`src/rtl/pe_sequencer_if.sv`:
```
// Signal bundle between pe_sequencer, the host/dispatcher and its Processing Element.
// The slave modport is the sequencer's view; the master modport is the host + PE side.
interface pe_sequencer_if #(
    parameter int DATA_W = 32
);
    logic              start;
    logic [1:0]        dimen;
    logic              busy;
    logic              in_valid;
    logic [DATA_W-1:0] in_data;
    logic              in_ready;
    logic              out_valid;
    logic [DATA_W-1:0] out_data;
    logic              out_ack;
    logic              err;
    logic [DATA_W-1:0] pe_datain;
    logic              pe_rst_add;
    logic              pe_rst_pc;
    logic              pe_rst_acc;
    logic              pe_mat_mux;
    logic              pe_write_mat;
    logic              pe_mac_ctrl;
    logic              pe_out_ready;
    logic [1:0]        pe_dimen;
    logic              pe_mac_done;
    logic [DATA_W-1:0] pe_dataout;

    modport slave (
        input  start, dimen, in_valid, in_data, out_ack, pe_mac_done, pe_dataout,
        output busy, in_ready, out_valid, out_data, err, pe_datain,
               pe_rst_add, pe_rst_pc, pe_rst_acc, pe_mat_mux, pe_write_mat,
               pe_mac_ctrl, pe_out_ready, pe_dimen
    );

    modport master (
        output start, dimen, in_valid, in_data, out_ack, pe_mac_done, pe_dataout,
        input  busy, in_ready, out_valid, out_data, err, pe_datain,
               pe_rst_add, pe_rst_pc, pe_rst_acc, pe_mat_mux, pe_write_mat,
               pe_mac_ctrl, pe_out_ready, pe_dimen
    );
endinterface

```
`src/rtl/pe_sequencer.sv`:
```
// pe_sequencer: runs one dot-product job on a single PE. It loads vector A, then
// vector B, drives the MAC phase until the PE signals its last element, and holds
// the 32-bit accumulator for the host until it is acknowledged.
module pe_sequencer #(
    parameter int N      = 16,
    parameter int DATA_W = 32
) (
    input  logic          clk,
    input  logic          rst,
    pe_sequencer_if.slave bus
);
    localparam int CNT_W = $clog2(N);

    typedef enum logic [2:0] {
        S_IDLE,
        S_CLEAR,
        S_LOAD_A,
        S_LOAD_B,
        S_MAC,
        S_OUT
    } state_t;

    state_t            state_q, state_d;
    logic [CNT_W-1:0]  word_cnt_q, word_cnt_d;
    logic [CNT_W-1:0]  mac_cnt_q, mac_cnt_d;
    logic [1:0]        dimen_q, dimen_d;
    logic              err_q, err_d;
    logic              busy_q, busy_d;
    logic              in_ready_q, in_ready_d;
    logic              mat_mux_q, mat_mux_d;
    logic              mac_ctrl_q, mac_ctrl_d;
    logic              out_valid_q, out_valid_d;
    logic              strobe_q, strobe_d;
    logic              last_word_q, last_word_d;
    logic [CNT_W-1:0]  last_idx;
    logic              mac_at_last;
    logic [DATA_W-1:0] out_data_mux;

    // Index of the final element for a length code: L-1 with L = 2^(code+1).
    function automatic logic [CNT_W-1:0] last_index(input logic [1:0] code);
        logic [5:0] len;
        len = 6'd2 << code;
        return CNT_W'(len - 6'd1);
    endfunction

    // Next-state, counter and registered-output decode; outputs are derived from the
    // next state so that they line up with the state they describe once registered.
    always_comb begin
        state_d     = state_q;
        word_cnt_d  = word_cnt_q;
        mac_cnt_d   = mac_cnt_q;
        dimen_d     = dimen_q;
        err_d       = err_q;
        last_idx    = last_index(dimen_q);
        mac_at_last = (mac_cnt_q == last_idx);

        case (state_q)
            S_IDLE: begin
                if (bus.start) begin
                    dimen_d = bus.dimen;
                    state_d = S_CLEAR;
                end
            end
            S_CLEAR: begin
                word_cnt_d = '0;
                mac_cnt_d  = '0;
                state_d    = S_LOAD_A;
            end
            S_LOAD_A, S_LOAD_B: begin
                if (bus.in_valid) begin
                    if (word_cnt_q == last_idx) begin
                        word_cnt_d = '0;
                        state_d    = (state_q == S_LOAD_A) ? S_LOAD_B : S_MAC;
                    end else begin
                        word_cnt_d = word_cnt_q + 1'b1;
                    end
                end
            end
            S_MAC: begin
                mac_cnt_d = mac_cnt_q + 1'b1;
                if (bus.pe_mac_done || mac_at_last) begin
                    mac_cnt_d = '0;
                    state_d   = S_OUT;
                    if (bus.pe_mac_done != mac_at_last) begin
                        err_d = 1'b1;
                    end
                end
            end
            S_OUT: begin
                if (bus.out_ack) begin
                    state_d = S_IDLE;
                end
            end
            default: begin
                state_d = S_IDLE;
            end
        endcase

        busy_d      = (state_d != S_IDLE);
        in_ready_d  = (state_d == S_LOAD_A) || (state_d == S_LOAD_B);
        mat_mux_d   = (state_d == S_LOAD_A);
        mac_ctrl_d  = (state_d == S_MAC);
        out_valid_d = (state_d == S_OUT);
        strobe_d    = (state_d == S_IDLE) || (state_d == S_CLEAR);
        last_word_d = in_ready_d && (word_cnt_d == last_index(dimen_d));
    end

    // State, counters, sticky error and registered outputs; reset aborts any job.
    always_ff @(posedge clk) begin
        if (rst) begin
            state_q     <= S_IDLE;
            word_cnt_q  <= '0;
            mac_cnt_q   <= '0;
            dimen_q     <= 2'd0;
            err_q       <= 1'b0;
            busy_q      <= 1'b0;
            in_ready_q  <= 1'b0;
            mat_mux_q   <= 1'b0;
            mac_ctrl_q  <= 1'b0;
            out_valid_q <= 1'b0;
            strobe_q    <= 1'b1;
            last_word_q <= 1'b0;
        end else begin
            state_q     <= state_d;
            word_cnt_q  <= word_cnt_d;
            mac_cnt_q   <= mac_cnt_d;
            dimen_q     <= dimen_d;
            err_q       <= err_d;
            busy_q      <= busy_d;
            in_ready_q  <= in_ready_d;
            mat_mux_q   <= mat_mux_d;
            mac_ctrl_q  <= mac_ctrl_d;
            out_valid_q <= out_valid_d;
            strobe_q    <= strobe_d;
            last_word_q <= last_word_d;
        end
    end

    // The result is only passed through while it is being offered to the host.
    always_comb begin
        out_data_mux = out_valid_q ? bus.pe_dataout : '0;
    end

    // The address reset on the last load word is tied to that word actually being
    // accepted, so a stall on the final element does not move the PE address early.
    assign bus.busy         = busy_q;
    assign bus.in_ready     = in_ready_q;
    assign bus.out_valid    = out_valid_q;
    assign bus.out_data     = out_data_mux;
    assign bus.err          = err_q;
    assign bus.pe_datain    = bus.in_data;
    assign bus.pe_rst_add   = strobe_q | (last_word_q & bus.in_valid);
    assign bus.pe_rst_pc    = strobe_q;
    assign bus.pe_rst_acc   = strobe_q;
    assign bus.pe_mat_mux   = mat_mux_q;
    assign bus.pe_write_mat = in_ready_q & bus.in_valid;
    assign bus.pe_mac_ctrl  = mac_ctrl_q;
    assign bus.pe_out_ready = out_valid_q;
    assign bus.pe_dimen     = dimen_q;
endmodule

```
`src/flat_wrapper.sv`:
```
// flat-port wrapper written by rule: the top's interface ports become plain ports
module pe_sequencer_flat 
#(
    parameter int N      = 16,
    parameter int DATA_W = 32
)
  (clk, rst, bus_start, bus_dimen, bus_in_valid, bus_in_data, bus_out_ack, bus_pe_mac_done, bus_pe_dataout, bus_busy, bus_in_ready, bus_out_valid, bus_out_data, bus_err, bus_pe_datain, bus_pe_rst_add, bus_pe_rst_pc, bus_pe_rst_acc, bus_pe_mat_mux, bus_pe_write_mat, bus_pe_mac_ctrl, bus_pe_out_ready, bus_pe_dimen);
  pe_sequencer_if #(.DATA_W(DATA_W)) bus_i ();
  input  logic clk;
  input  logic rst;
  input wire logic [$bits(bus_i.start)-1:0] bus_start;
  input wire logic [$bits(bus_i.dimen)-1:0] bus_dimen;
  input wire logic [$bits(bus_i.in_valid)-1:0] bus_in_valid;
  input wire logic [$bits(bus_i.in_data)-1:0] bus_in_data;
  input wire logic [$bits(bus_i.out_ack)-1:0] bus_out_ack;
  input wire logic [$bits(bus_i.pe_mac_done)-1:0] bus_pe_mac_done;
  input wire logic [$bits(bus_i.pe_dataout)-1:0] bus_pe_dataout;
  output wire logic [$bits(bus_i.busy)-1:0] bus_busy;
  output wire logic [$bits(bus_i.in_ready)-1:0] bus_in_ready;
  output wire logic [$bits(bus_i.out_valid)-1:0] bus_out_valid;
  output wire logic [$bits(bus_i.out_data)-1:0] bus_out_data;
  output wire logic [$bits(bus_i.err)-1:0] bus_err;
  output wire logic [$bits(bus_i.pe_datain)-1:0] bus_pe_datain;
  output wire logic [$bits(bus_i.pe_rst_add)-1:0] bus_pe_rst_add;
  output wire logic [$bits(bus_i.pe_rst_pc)-1:0] bus_pe_rst_pc;
  output wire logic [$bits(bus_i.pe_rst_acc)-1:0] bus_pe_rst_acc;
  output wire logic [$bits(bus_i.pe_mat_mux)-1:0] bus_pe_mat_mux;
  output wire logic [$bits(bus_i.pe_write_mat)-1:0] bus_pe_write_mat;
  output wire logic [$bits(bus_i.pe_mac_ctrl)-1:0] bus_pe_mac_ctrl;
  output wire logic [$bits(bus_i.pe_out_ready)-1:0] bus_pe_out_ready;
  output wire logic [$bits(bus_i.pe_dimen)-1:0] bus_pe_dimen;
  assign bus_i.start = bus_start;
  assign bus_i.dimen = bus_dimen;
  assign bus_i.in_valid = bus_in_valid;
  assign bus_i.in_data = bus_in_data;
  assign bus_i.out_ack = bus_out_ack;
  assign bus_i.pe_mac_done = bus_pe_mac_done;
  assign bus_i.pe_dataout = bus_pe_dataout;
  assign bus_busy = bus_i.busy;
  assign bus_in_ready = bus_i.in_ready;
  assign bus_out_valid = bus_i.out_valid;
  assign bus_out_data = bus_i.out_data;
  assign bus_err = bus_i.err;
  assign bus_pe_datain = bus_i.pe_datain;
  assign bus_pe_rst_add = bus_i.pe_rst_add;
  assign bus_pe_rst_pc = bus_i.pe_rst_pc;
  assign bus_pe_rst_acc = bus_i.pe_rst_acc;
  assign bus_pe_mat_mux = bus_i.pe_mat_mux;
  assign bus_pe_write_mat = bus_i.pe_write_mat;
  assign bus_pe_mac_ctrl = bus_i.pe_mac_ctrl;
  assign bus_pe_out_ready = bus_i.pe_out_ready;
  assign bus_pe_dimen = bus_i.pe_dimen;
  pe_sequencer #(.N(N), .DATA_W(DATA_W)) u_core (.clk(clk), .rst(rst), .bus(bus_i));
endmodule
```
`config.mk`:
```
export PLATFORM = sky130hd
export DESIGN_NAME = pe_sequencer_flat
export DESIGN_NICKNAME = d
export VERILOG_FILES = /design/src/rtl/pe_sequencer_if.sv /design/src/rtl/pe_sequencer.sv /design/src/flat_wrapper.sv
export SDC_FILE = /design/constraint.sdc
export NUM_CORES = 1
export LEC_CHECK = 0
export BUFFER_PORTS_ARGS = -buffer_cell sky130_fd_sc_hd__buf_2
export CAP_MARGIN = 20
export CORE_AREA = 2 2 72 74
export DETAILED_ROUTE_END_ITERATION = 7
export DIE_AREA = 0 0 74 76
export PLACE_DENSITY_LB_ADDON = 0.12
export SLEW_MARGIN = 25
export SYNTH_ARGS = -nofsm -noshare
export SYNTH_HDL_FRONTEND = slang
export SYNTH_SLANG_ARGS = --single-unit
export TNS_END_PERCENT = 30
```
`constraint.sdc`:
```
create_clock -name clk -period 2 [get_ports clk]
set_input_delay 0.2 -clock clk [delete_from_list [all_inputs] [get_ports clk]]
set_output_delay 0.2 -clock clk [all_outputs]
set_load 0.01 [all_outputs]
```
==> results.ini, run 1 <==
[finish]
diodes=0
drive_gt1_share_pct=51.1
area_growth_pct=31.4
fin_nets=350
n_fill_cell=490
multiInputGateArea_mm2=0.00102
seqCellArea_um2=432

[clocking]
cts_made_buffers=3
cts_tree=built
cts.sinks=21
h-tree-depth=1
cts_hold_buffers=0
clk_latency_ns=0.26
clk_path_buf_depth=2
cts-root-buf=clkbuf_8
clkTransAtPathRegs_ns=0.08

[yosys]
synthMuxAreaShare_pct=4.29
synth_fa_ha_area_share_pct=2.26
yosysSeqAreaShare_pct=25.3
synth_nets=283
synthTopCellsByArea=dfxtp_1 (25%), buf_4 (15%), and2_1 (14%)
synth_top_cell_by_area=dfxtp_1
synthXorXnorAreaFrac_pct=2.03
ys.flop_type=dfxtp_1
synth_area_mm2=0.00166
synth-compound-area-share_pct=16.5
async_flop_share_pct=0
synth_top_family_by_area=simple AND/OR/NAND/NOR gates
synth_simple_gate_area_share_pct=30.4
synth_cell_types=49
ys_ff_latch=21
netlist.area_leader.share_pct=25.3
yosysWarningCount=0
syn_inst=208
syn_area_per_cell_um2=7.99
synth_edf_count=0

[critical_path]
rr_startpoint=u_core.bus.pe_dimen[0]
r2r_cells=9
r2r_slack_ns=0.07
crit_start=u_core.bus.pe_dimen[0]
critPathKind=reg2reg
reg2reg_to=u_core.bus.pe_mac_ctrl
cp_max_fo=5
endpoint_kind=register
worstSetupStartpointType=register
required_ns=2.16
worstPathArrival_ns=2.09

[power]
p_leak_nw=1.10
power.density_mw_per_mm2=456
vdd.ir_drop.worst_mv=0.289
p_total_w=0.000995
sequentialPowerShare_pct=45.6
p_switching_w=0.000289
clockPowerShare_pct=27.8
pwr-share-comb_pct=26.6
switching_share_pct=29.1
p_int_w=0.000706

[sta]
slew_headroom_pct=73.6
fmax_ghz=0.519
worst_slew_pin_slew_ns=0.393
rsz0062_at_grt=true
hold_violations=0
fin_worst_skew_ns=0.00235
holdWs_ns=0.314
finalCriticalPeriod_ns=1.93
drv_slew=0
setup_tns_ns=0
fin_crit_sh_pct=96.3
setup_viol=0

[routing]
antenna_left=0
wl_um=4560
routed.top_layer=met4
drtIter0Drc=48
met2_length_um=2050
wl_met3_um=343
drc=0
wl_met1_um=2060
avgViaCountPerCell=4.69
drt-pass1-iter-count=5
via_count=1613
wire_per_inst_um=13.3

[place]
io_buffers=84
dp_hpwl_um=3660
globalplace.congestion=0.770

[hold_path]
hp-start=rst
whs_endpoint=u_core.state_q[0]
hp-class=in2reg
hold_depth=2

[global_routing]
grt_usage_pct=15.4
grt_pass1_vias=1488
overflow=0
grt_pass1_wl_um=6980
grt_max_degree=20
antenna_found_initial=0

[floorplan]
design.core.area_mm2=0.00491
io_pins=149
start_util_pct=33.8
die_w_um=74
dieArea_mm2=0.00562
die_height_um=76
placement_rows=26

[job]
maxCapViolCount=0

[run_status]
outcome=finished, final reports clean

-- layer usage --
metal  track usage [%]  vias up
met1              20.9      727
li1                  -      803
met3              4.10       18
met2              22.8       65
met5                 0        -
met4              6.55        0
-- timing repair --
action	4_1_cts	5_1_grt
hold endpoints to repair	0	0
resized for setup	0	30
setup endpoints to repair	0	8
buffers inserted	0	6
-- area by class of cell --
cell class	instances	area share, %
clock buffer	3	1.89
multi-input combinational	139	46.6
timing repair buffer	105	26.6
tap	70	4.01
sequential	21	19.8
inverter	5	0.860
clock inverter	1	0.229
-- metrics by stage --
| step | std cells | cell area (um^2) | worst slack (ns) | util, % |
|---|---|---|---|---|
| floorplan | 208 | 1660 | 0.0715 | - |
| detailed placement | 334 | 1980 | 0.0348 | 40.3 |
| global route | 344 | 2180 | -0.0525 | 44.4 |
| finish | 344 | 2180 | 0.0740 | 44.4 |
| CTS | 338 | 2030 | 0.0121 | 41.3 |
| global placement | 334 | 1980 | 0.0158 | 40.3 |
-- cells by family after synthesis --
kind of cell             Yosys count
AO/OA/AOI/OAI                     36
XOR/XNOR                           3
adder cells (fa/ha/maj)            3
buffers and inverters             48
flip-flops                        21
multiplexers                       7
AND/OR/NAND/NOR                   90
-- flip-flops by register name, indices dropped and copies added, names as in the netlist, 2 cells and up --
name	flops
u_core.state_q	3
u_core.word_cnt_q	4
u_core.bus.pe_dimen	2
u_core.mac_cnt_q	4
-- worst max-delay path, stage by stage, from the launching register on --
cell	delay, ns
dfxtp_4	0.37
buf_6	0.13
or2_4	0.26
a211oi_4	0.28
nor2_2	0.08
buf_4	0.14
o22ai_1	0.17
o21ai_1	0.09
buf_4	0.16
and2_1	0.14
-- cell usage after synthesis (3+ instances only) --
master    instances
nor2b_1           3
o21ai_0           6
a21oi_1           7
nor3_1            3
nand2_1          12
nand2b_1          3
or3_1             3
nor2_1           18
clkbuf_1          4
dfxtp_1          21
nand3_1           3
ha_1              3
inv_1             5
and2_1           36
mux2i_1           6
buf_4            34
-- how the worst max path moves through the flow --
stage                              to  slack, ns  cells past startpoint
2_1_floorplan         u_core.bus.busy       0.07                     12
3_3_place_gp       u_core.last_word_q       0.02                      7
3_5_place_dp       u_core.last_word_q       0.03                      7
4_1_cts            u_core.last_word_q       0.01                      7
5_1_grt           u_core.mac_cnt_q[3]      -0.05                     11
6_report       u_core.bus.pe_mac_ctrl       0.07                      9
-- power by group through the flow --
| stage | clock (W) | sequential (W) | combinational (W) |
|---|---|---|---|
| floorplan | 0 | 0.000467 | 0.000187 |
| global placement | 0 | 0.000464 | 0.000234 |
| detailed placement | 0 | 0.000463 | 0.000232 |
| CTS | 0.000285 | 0.000454 | 0.000233 |
| global route | 0.000305 | 0.000457 | 0.000289 |
| finish | 0.000276 | 0.000454 | 0.000264 |
-- layout by cell type, fill, tap and decap left out, types with 2 or more instances in the layout --
cell / netlist / final
a21o_1: 2 / 2
a21oi_1: 7 / 7
and2_1: 36 / 36
buf_2: 2 / 84
buf_4: 34 / 20
clkbuf_8: 0 / 3
dfxtp_1: 21 / 18
dfxtp_4: 0 / 3
ha_1: 3 / 2
inv_1: 5 / 4
mux2i_1: 6 / 4
mux2i_2: 0 / 2
nand2_1: 12 / 11
nand2b_1: 3 / 3
nand3_1: 3 / 3
nor2_1: 18 / 15
nor2_2: 0 / 3
nor2b_1: 3 / 3
nor3_1: 3 / 2
o21ai_0: 6 / 3
o21ai_1: 0 / 2
o22ai_1: 2 / 2
or2_4: 0 / 2
or3_1: 3 / 2
xor2_1: 2 / 2
No activity file was read; power rests on OpenSTA's default activity.
==> run 2, diff against run 1 <==
--- a/config.mk
+++ b/config.mk
@@ -11,6 +11,7 @@
 export DETAILED_ROUTE_END_ITERATION = 7
 export DIE_AREA = 0 0 74 76
 export PLACE_DENSITY_LB_ADDON = 0.12
+export REMOVE_ABC_BUFFERS = 1
 export SLEW_MARGIN = 25
 export SYNTH_ARGS = -nofsm -noshare
 export SYNTH_HDL_FRONTEND = slang
==> run 2 against run 1 <==
Combinational power decreased by 6%; setup slack got worse by 0.016 ns; non-clock buffer count decreased by 5; worst hold slack improved by 0.0025 ns; via count decreased by 0.93%; clock power increased by 1%; global-route usage increased by 7.3 points; count of clock-buffer cells in the layout unchanged; die area unchanged; flip-flop and latch count unchanged; critical path type unchanged; highest routed layer is now met5.
==> results.ini, run 2 (synthesis results as in run 1) <==
[critical_path]
r2r_cells=7
crit_end=u_core.last_word_q
reg2reg_to=u_core.last_word_q
r2r_slack_ns=0.06
cp_max_fo=5
rr_startpoint=u_core.bus.pe_dimen[0]
required_ns=2.18
critical_path.cell_chain=buf_4 > xor2_4 > o22ai_2 > or4_4 > a21oi_2 > a31oi_2 > a211oi_2
cp_slowest_cell=or4_4
worstSetupStartpointType=register
critPathKind=reg2reg
crit_start=u_core.bus.pe_dimen[0]
endpoint_kind=register
worstPathArrival_ns=2.13
slowest_delay_ns=0.55

[place]
io_buffers=84
globalplace.congestion=0.850
dp_hpwl_um=5400
placed_cell_area_mm2=0.00197
place_ws_ns=0.00470
post-place-cells=332

[sta]
setup_viol=0
drv_slew=0
hold_violations=0
fmax_ghz=0.515
fin_crit_sh_pct=97.1
worst_slew_pin_slew_ns=0.348
finalCriticalPeriod_ns=1.94
fin_ws_ns=0.0582
rsz0062_at_grt=true
slew_headroom_pct=76.8
fin_worst_skew_ns=0.00361

[routing]
wl_um=6570
via_count=1598
antenna_left=0
avgViaCountPerCell=4.71
drt-pass1-iter-count=4
drtIter0Drc=88
wire_per_inst_um=19.4
drc=0

[power]
p_leak_nw=1.06
power.density_mw_per_mm2=471
p_total_w=0.000983
vdd.ir_drop.worst_mv=0.395

[finish]
n_fill_cell=526
design_area_mm2=0.00209
stdcell_count=339
fin_nets=345
reg_top3=u_core.mac_cnt_q x4, u_core.word_cnt_q x4, u_core.state_q x3
drive_gt1_share_pct=48.0
final_common_cell=buf_2
area_growth_pct=25.8
mostFrequentLayoutCells=buf_2 (84), and2_1 (34), dfxtp_1 (18)
diodes=0

[global_routing]
grt_max_degree=35
grt_usage_pct=22.7
grt_pass1_wl_um=9360
grt_pass1_vias=1580
antenna_found_initial=0
overflow=0

[floorplan]
design.core.area_mm2=0.00491
die_w_um=74
placement_rows=26
start_util_pct=33.8
die_height_um=76
dieArea_mm2=0.00562
io_pins=149

[clocking]
cts_hold_buffers=0
cts_tree=built
cts-root-buf=clkbuf_8
cts_made_buffers=3
clk_path_buf_depth=2
clk_latency_ns=0.26
cts.sinks=21
clkTransAtPathRegs_ns=0.08
h-tree-depth=1

[job]
maxCapViolCount=0

[run_status]
outcome=finished, final reports clean

[hold_path]
hp-class=in2reg

-- run 2: what timing repair did --
item / CTS / global route
setup endpoints to repair: 2 / 8
gates cloned: 0 / 0
gates resized for setup: 1 / 15
hold endpoints to repair: 0 / 0
pin swaps: 0 / 10
buffers inserted: 0 / 3
-- run 2: worst min path at each step --
stage	startpoint	depth (start not counted)	slack, ns	end
2_1_floorplan	rst	1	0.27	u_core.mac_cnt_q[2]
3_3_place_gp	bus_in_data[15]	0	0.40	bus_pe_datain[15]
3_5_place_dp	bus_in_data[15]	0	0.40	bus_pe_datain[15]
4_1_cts	rst	2	0.30	u_core.state_q[0]
5_1_grt	rst	2	0.32	u_core.mac_cnt_q[0]
6_report	rst	2	0.32	u_core.state_q[0]
-- run 2: per-stage QoR --
stage	util [%]	hold slack, ns	TNS [ns]
detailed placement	40.0	0.400	0
global route	42.5	0.318	-0.292
global placement	40.0	0.400	0
finish	42.5	0.316	0
floorplan	-	0.269	0
CTS	41.0	0.300	0
-- run 2: critical path: cells and delay by family, from the launching register on --
family                 cells  cell delay (ns)
AO/OA/AOI/OAI              4             0.60
AND/OR/NAND/NOR            1             0.55
flip-flops                 1             0.36
XOR/XNOR                   1             0.19
buffers and inverters      1             0.17
-- run 2: cell type report --
| type | instances | area [um^2] | share of cell area, % |
|---|---|---|---|
| Timing Repair Buffer | 100 | 541 | 25.9 |
| Sequential cell | 21 | 427 | 20.4 |
| Inverter | 5 | 18.8 | 0.898 |
| Clock inverter | 1 | 5.00 | 0.240 |
| Multi-Input combinational cell | 139 | 970 | 46.4 |
| Clock buffer | 3 | 41.3 | 1.98 |
| Tap cell | 70 | 87.6 | 4.19 |
-- run 2: routing by layer --
| metal | global-route usage (%) | wire, um | vias to the layer above |
|---|---|---|---|
| li1 | - | - | 794 |
| met1 | 22.9 | 2270 | 674 |
| met2 | 36.3 | 3020 | 124 |
| met3 | 19.6 | 1210 | 4 |
| met4 | 1.64 | 21 | 2 |
| met5 | 7.07 | 47 | - |
-- run 2: power by group --
group	internal, W	switching (W)
registers	0.000438	0.0000159
logic	0.000121	0.000128
clock network	0.000139	0.000141
total	0.000698	0.000286
==> run 3, diff against run 2 <==
--- a/config.mk
+++ b/config.mk
@@ -7,9 +7,9 @@
 export LEC_CHECK = 0
 export BUFFER_PORTS_ARGS = -buffer_cell sky130_fd_sc_hd__buf_2
 export CAP_MARGIN = 20
-export CORE_AREA = 2 2 72 74
+export CORE_AREA = 2 2 73 75
 export DETAILED_ROUTE_END_ITERATION = 7
-export DIE_AREA = 0 0 74 76
+export DIE_AREA = 0 0 75 77
 export PLACE_DENSITY_LB_ADDON = 0.12
 export REMOVE_ABC_BUFFERS = 1
 export SLEW_MARGIN = 25
==> constraint.sdc (replaced) <==
create_clock -name clk -period 1.65 [get_ports clk]
set_input_delay 0.165 -clock clk [delete_from_list [all_inputs] [get_ports clk]]
set_output_delay 0.165 -clock clk [all_outputs]
set_load 0.01 [all_outputs]
==> run 3 against run 2 <==
The run now ends with negative setup slack left; wire length shrank 16%; first-iteration DRC count fell by 6.8%; setup slack worse by 0.30 ns; combinational power rose by 41%; critical endpoint unchanged; highest routed layer is now met4.
==> results.ini, run 3 (synthesis results as in run 1) <==
[run_status]
outcome=finished with violations
violations=negative setup slack

[power]
power.density_mw_per_mm2=536
pwr-share-comb_pct=28.1
p_leak_nw=1.17
p_int_w=0.000879
sequentialPowerShare_pct=43.5
clockPowerShare_pct=28.4
p_switching_w=0.000376
p_total_w=0.00125
vdd.ir_drop.worst_mv=0.395
switching_share_pct=29.9

[hold_path]
hp-start=bus_out_ack
hp-class=in2reg

[clocking]
h-tree-depth=1
cts_hold_buffers=0
clkTransAtPathRegs_ns=0.09
clk_path_buf_depth=2
cts_made_buffers=3
cts-root-buf=clkbuf_8
cts_tree=built
clk_latency_ns=0.27
cts.sinks=21

[sta]
fmax_ghz=0.528
finalCriticalPeriod_ns=1.89
worst_slew_pin_slew_ns=0.499
drv_slew=0
fin_worst_skew_ns=0.00657
hold_violations=0
slew_headroom_pct=66.5
rsz0062_at_grt=true
fin_ws_ns=-0.244
fin_crit_sh_pct=115
setup_viol=15

[finish]
fin_nets=368
area_growth_pct=40.9
drive_gt1_share_pct=55.5
design_area_mm2=0.00234
diodes=0
reg_top3=u_core.mac_cnt_q x4, u_core.word_cnt_q x4, u_core.state_q x3
final_common_cell=buf_2
mostFrequentLayoutCells=buf_2 (84), buf_4 (38), and2_1 (36)

[routing]
avgViaCountPerCell=4.66
wl_um=5510
via_count=1686
antenna_left=0
drtIter0Drc=82
wire_per_inst_um=15.2
drc=0
drt-pass1-iter-count=4

[global_routing]
grt_usage_pct=19.2
grt_pass1_wl_um=8500
grt_pass1_vias=1583
antenna_found_initial=0
grt_max_degree=35
overflow=0

[critical_path]
rr_startpoint=u_core.bus.pe_dimen[1]
cp_slowest_cell=or4_4
cp_max_fo=4
crit_start=u_core.bus.pe_dimen[1]
cp.buffers_inverters=2
endpoint_kind=register
worstSetupStartpointType=register
critPathKind=reg2reg
critical_path.cell_chain=buf_4 > buf_4 > nand3_1 > o22ai_2 > or4_4 > a21oi_1 > mux2i_1 > a211oi_2
slowest_delay_ns=0.55
crit_family=simple AND/OR/NAND/NOR gates
worstPathArrival_ns=2.09
critPathMostFrequentCell=buf_4
required_ns=1.85

[floorplan]
design.core.area_mm2=0.00498
dieArea_mm2=0.00578
start_util_pct=33.4
placement_rows=26
io_pins=149
die_height_um=77
die_w_um=75

[place]
io_buffers=84
globalplace.congestion=0.807
dp_hpwl_um=4270
placed_cell_area_mm2=0.00213

[job]
maxCapViolCount=0

[run 3: timing repair]
item,4_1_cts,5_1_grt
gates resized for setup,21,12
endpoints found under the setup margin,17,17
pin swaps,12,6
buffers inserted,4,1
[run 3: area by class of cell]
| type | instances | area (um^2) |
|---|---|---|
| fillers | 520 | 2640 |
| clock buffers | 3 | 41.3 |
| clock inverters | 1 | 7.51 |
| multi-input cells | 139 | 1040 |
| repair buffers | 123 | 717 |
| well taps | 70 | 87.6 |
| flip-flops and latches | 21 | 427 |
| inverters | 5 | 18.8 |
[run 3: worst register-to-register path, cell delays in order (launching register included)]
cell and delay [ns]:
dfxtp_4 0.37, buf_4 0.13, buf_4 0.13, nand3_1 0.07, o22ai_2 0.10, or4_4 0.55, a21oi_1 0.15, mux2i_1 0.10
a211oi_2 0.22
[run 3: final timing paths]
check	cells past startpoint	to	slack (ns)
max reg2reg	8	u_core.last_word_q	-0.24
min	3	u_core.state_q[2]	0.26
max	8	u_core.last_word_q	-0.24
min reg2reg	2	u_core.bus.err	0.49
[run 3: metal layers]
metal  up-vias  global-route usage (%)  part of all wire, %
li1        844                       -                    -
met1       765                    24.7                   44
met2        75                    26.4                   44
met3         2                    12.6                   12
met4         0                    3.04                 0.34
met5         -                    8.08                    0
[run 3: power by group through the flow]
stage | registers, W | clock network (W) | logic (W)
after floorplan | 0.000580 | 0 | 0.000115
after global placement | 0.000558 | 0 | 0.000311
after detailed placement | 0.000557 | 0 | 0.000309
after CTS | 0.000547 | 0.000382 | 0.000338
after global routing | 0.000550 | 0.000396 | 0.000385
final | 0.000546 | 0.000356 | 0.000352
[run 3: stage by stage]
| step | cells | util (%) | TNS (ns) | hold WS, ns | worst slack (ns) |
|---|---|---|---|---|---|
| final | 362 | 47.0 | -1.70 | 0.259 | -0.244 |
| after global routing | 362 | 47.0 | -3.60 | 0.255 | -0.381 |
| after CTS | 362 | 46.0 | -2.07 | 0.242 | -0.233 |
| after detailed placement | 354 | 42.8 | -3.17 | 0.330 | -0.336 |
| after global placement | 354 | 42.8 | -2.82 | 0.330 | -0.369 |
| after floorplan | 165 | - | -1.93 | 0.234 | -0.331 |
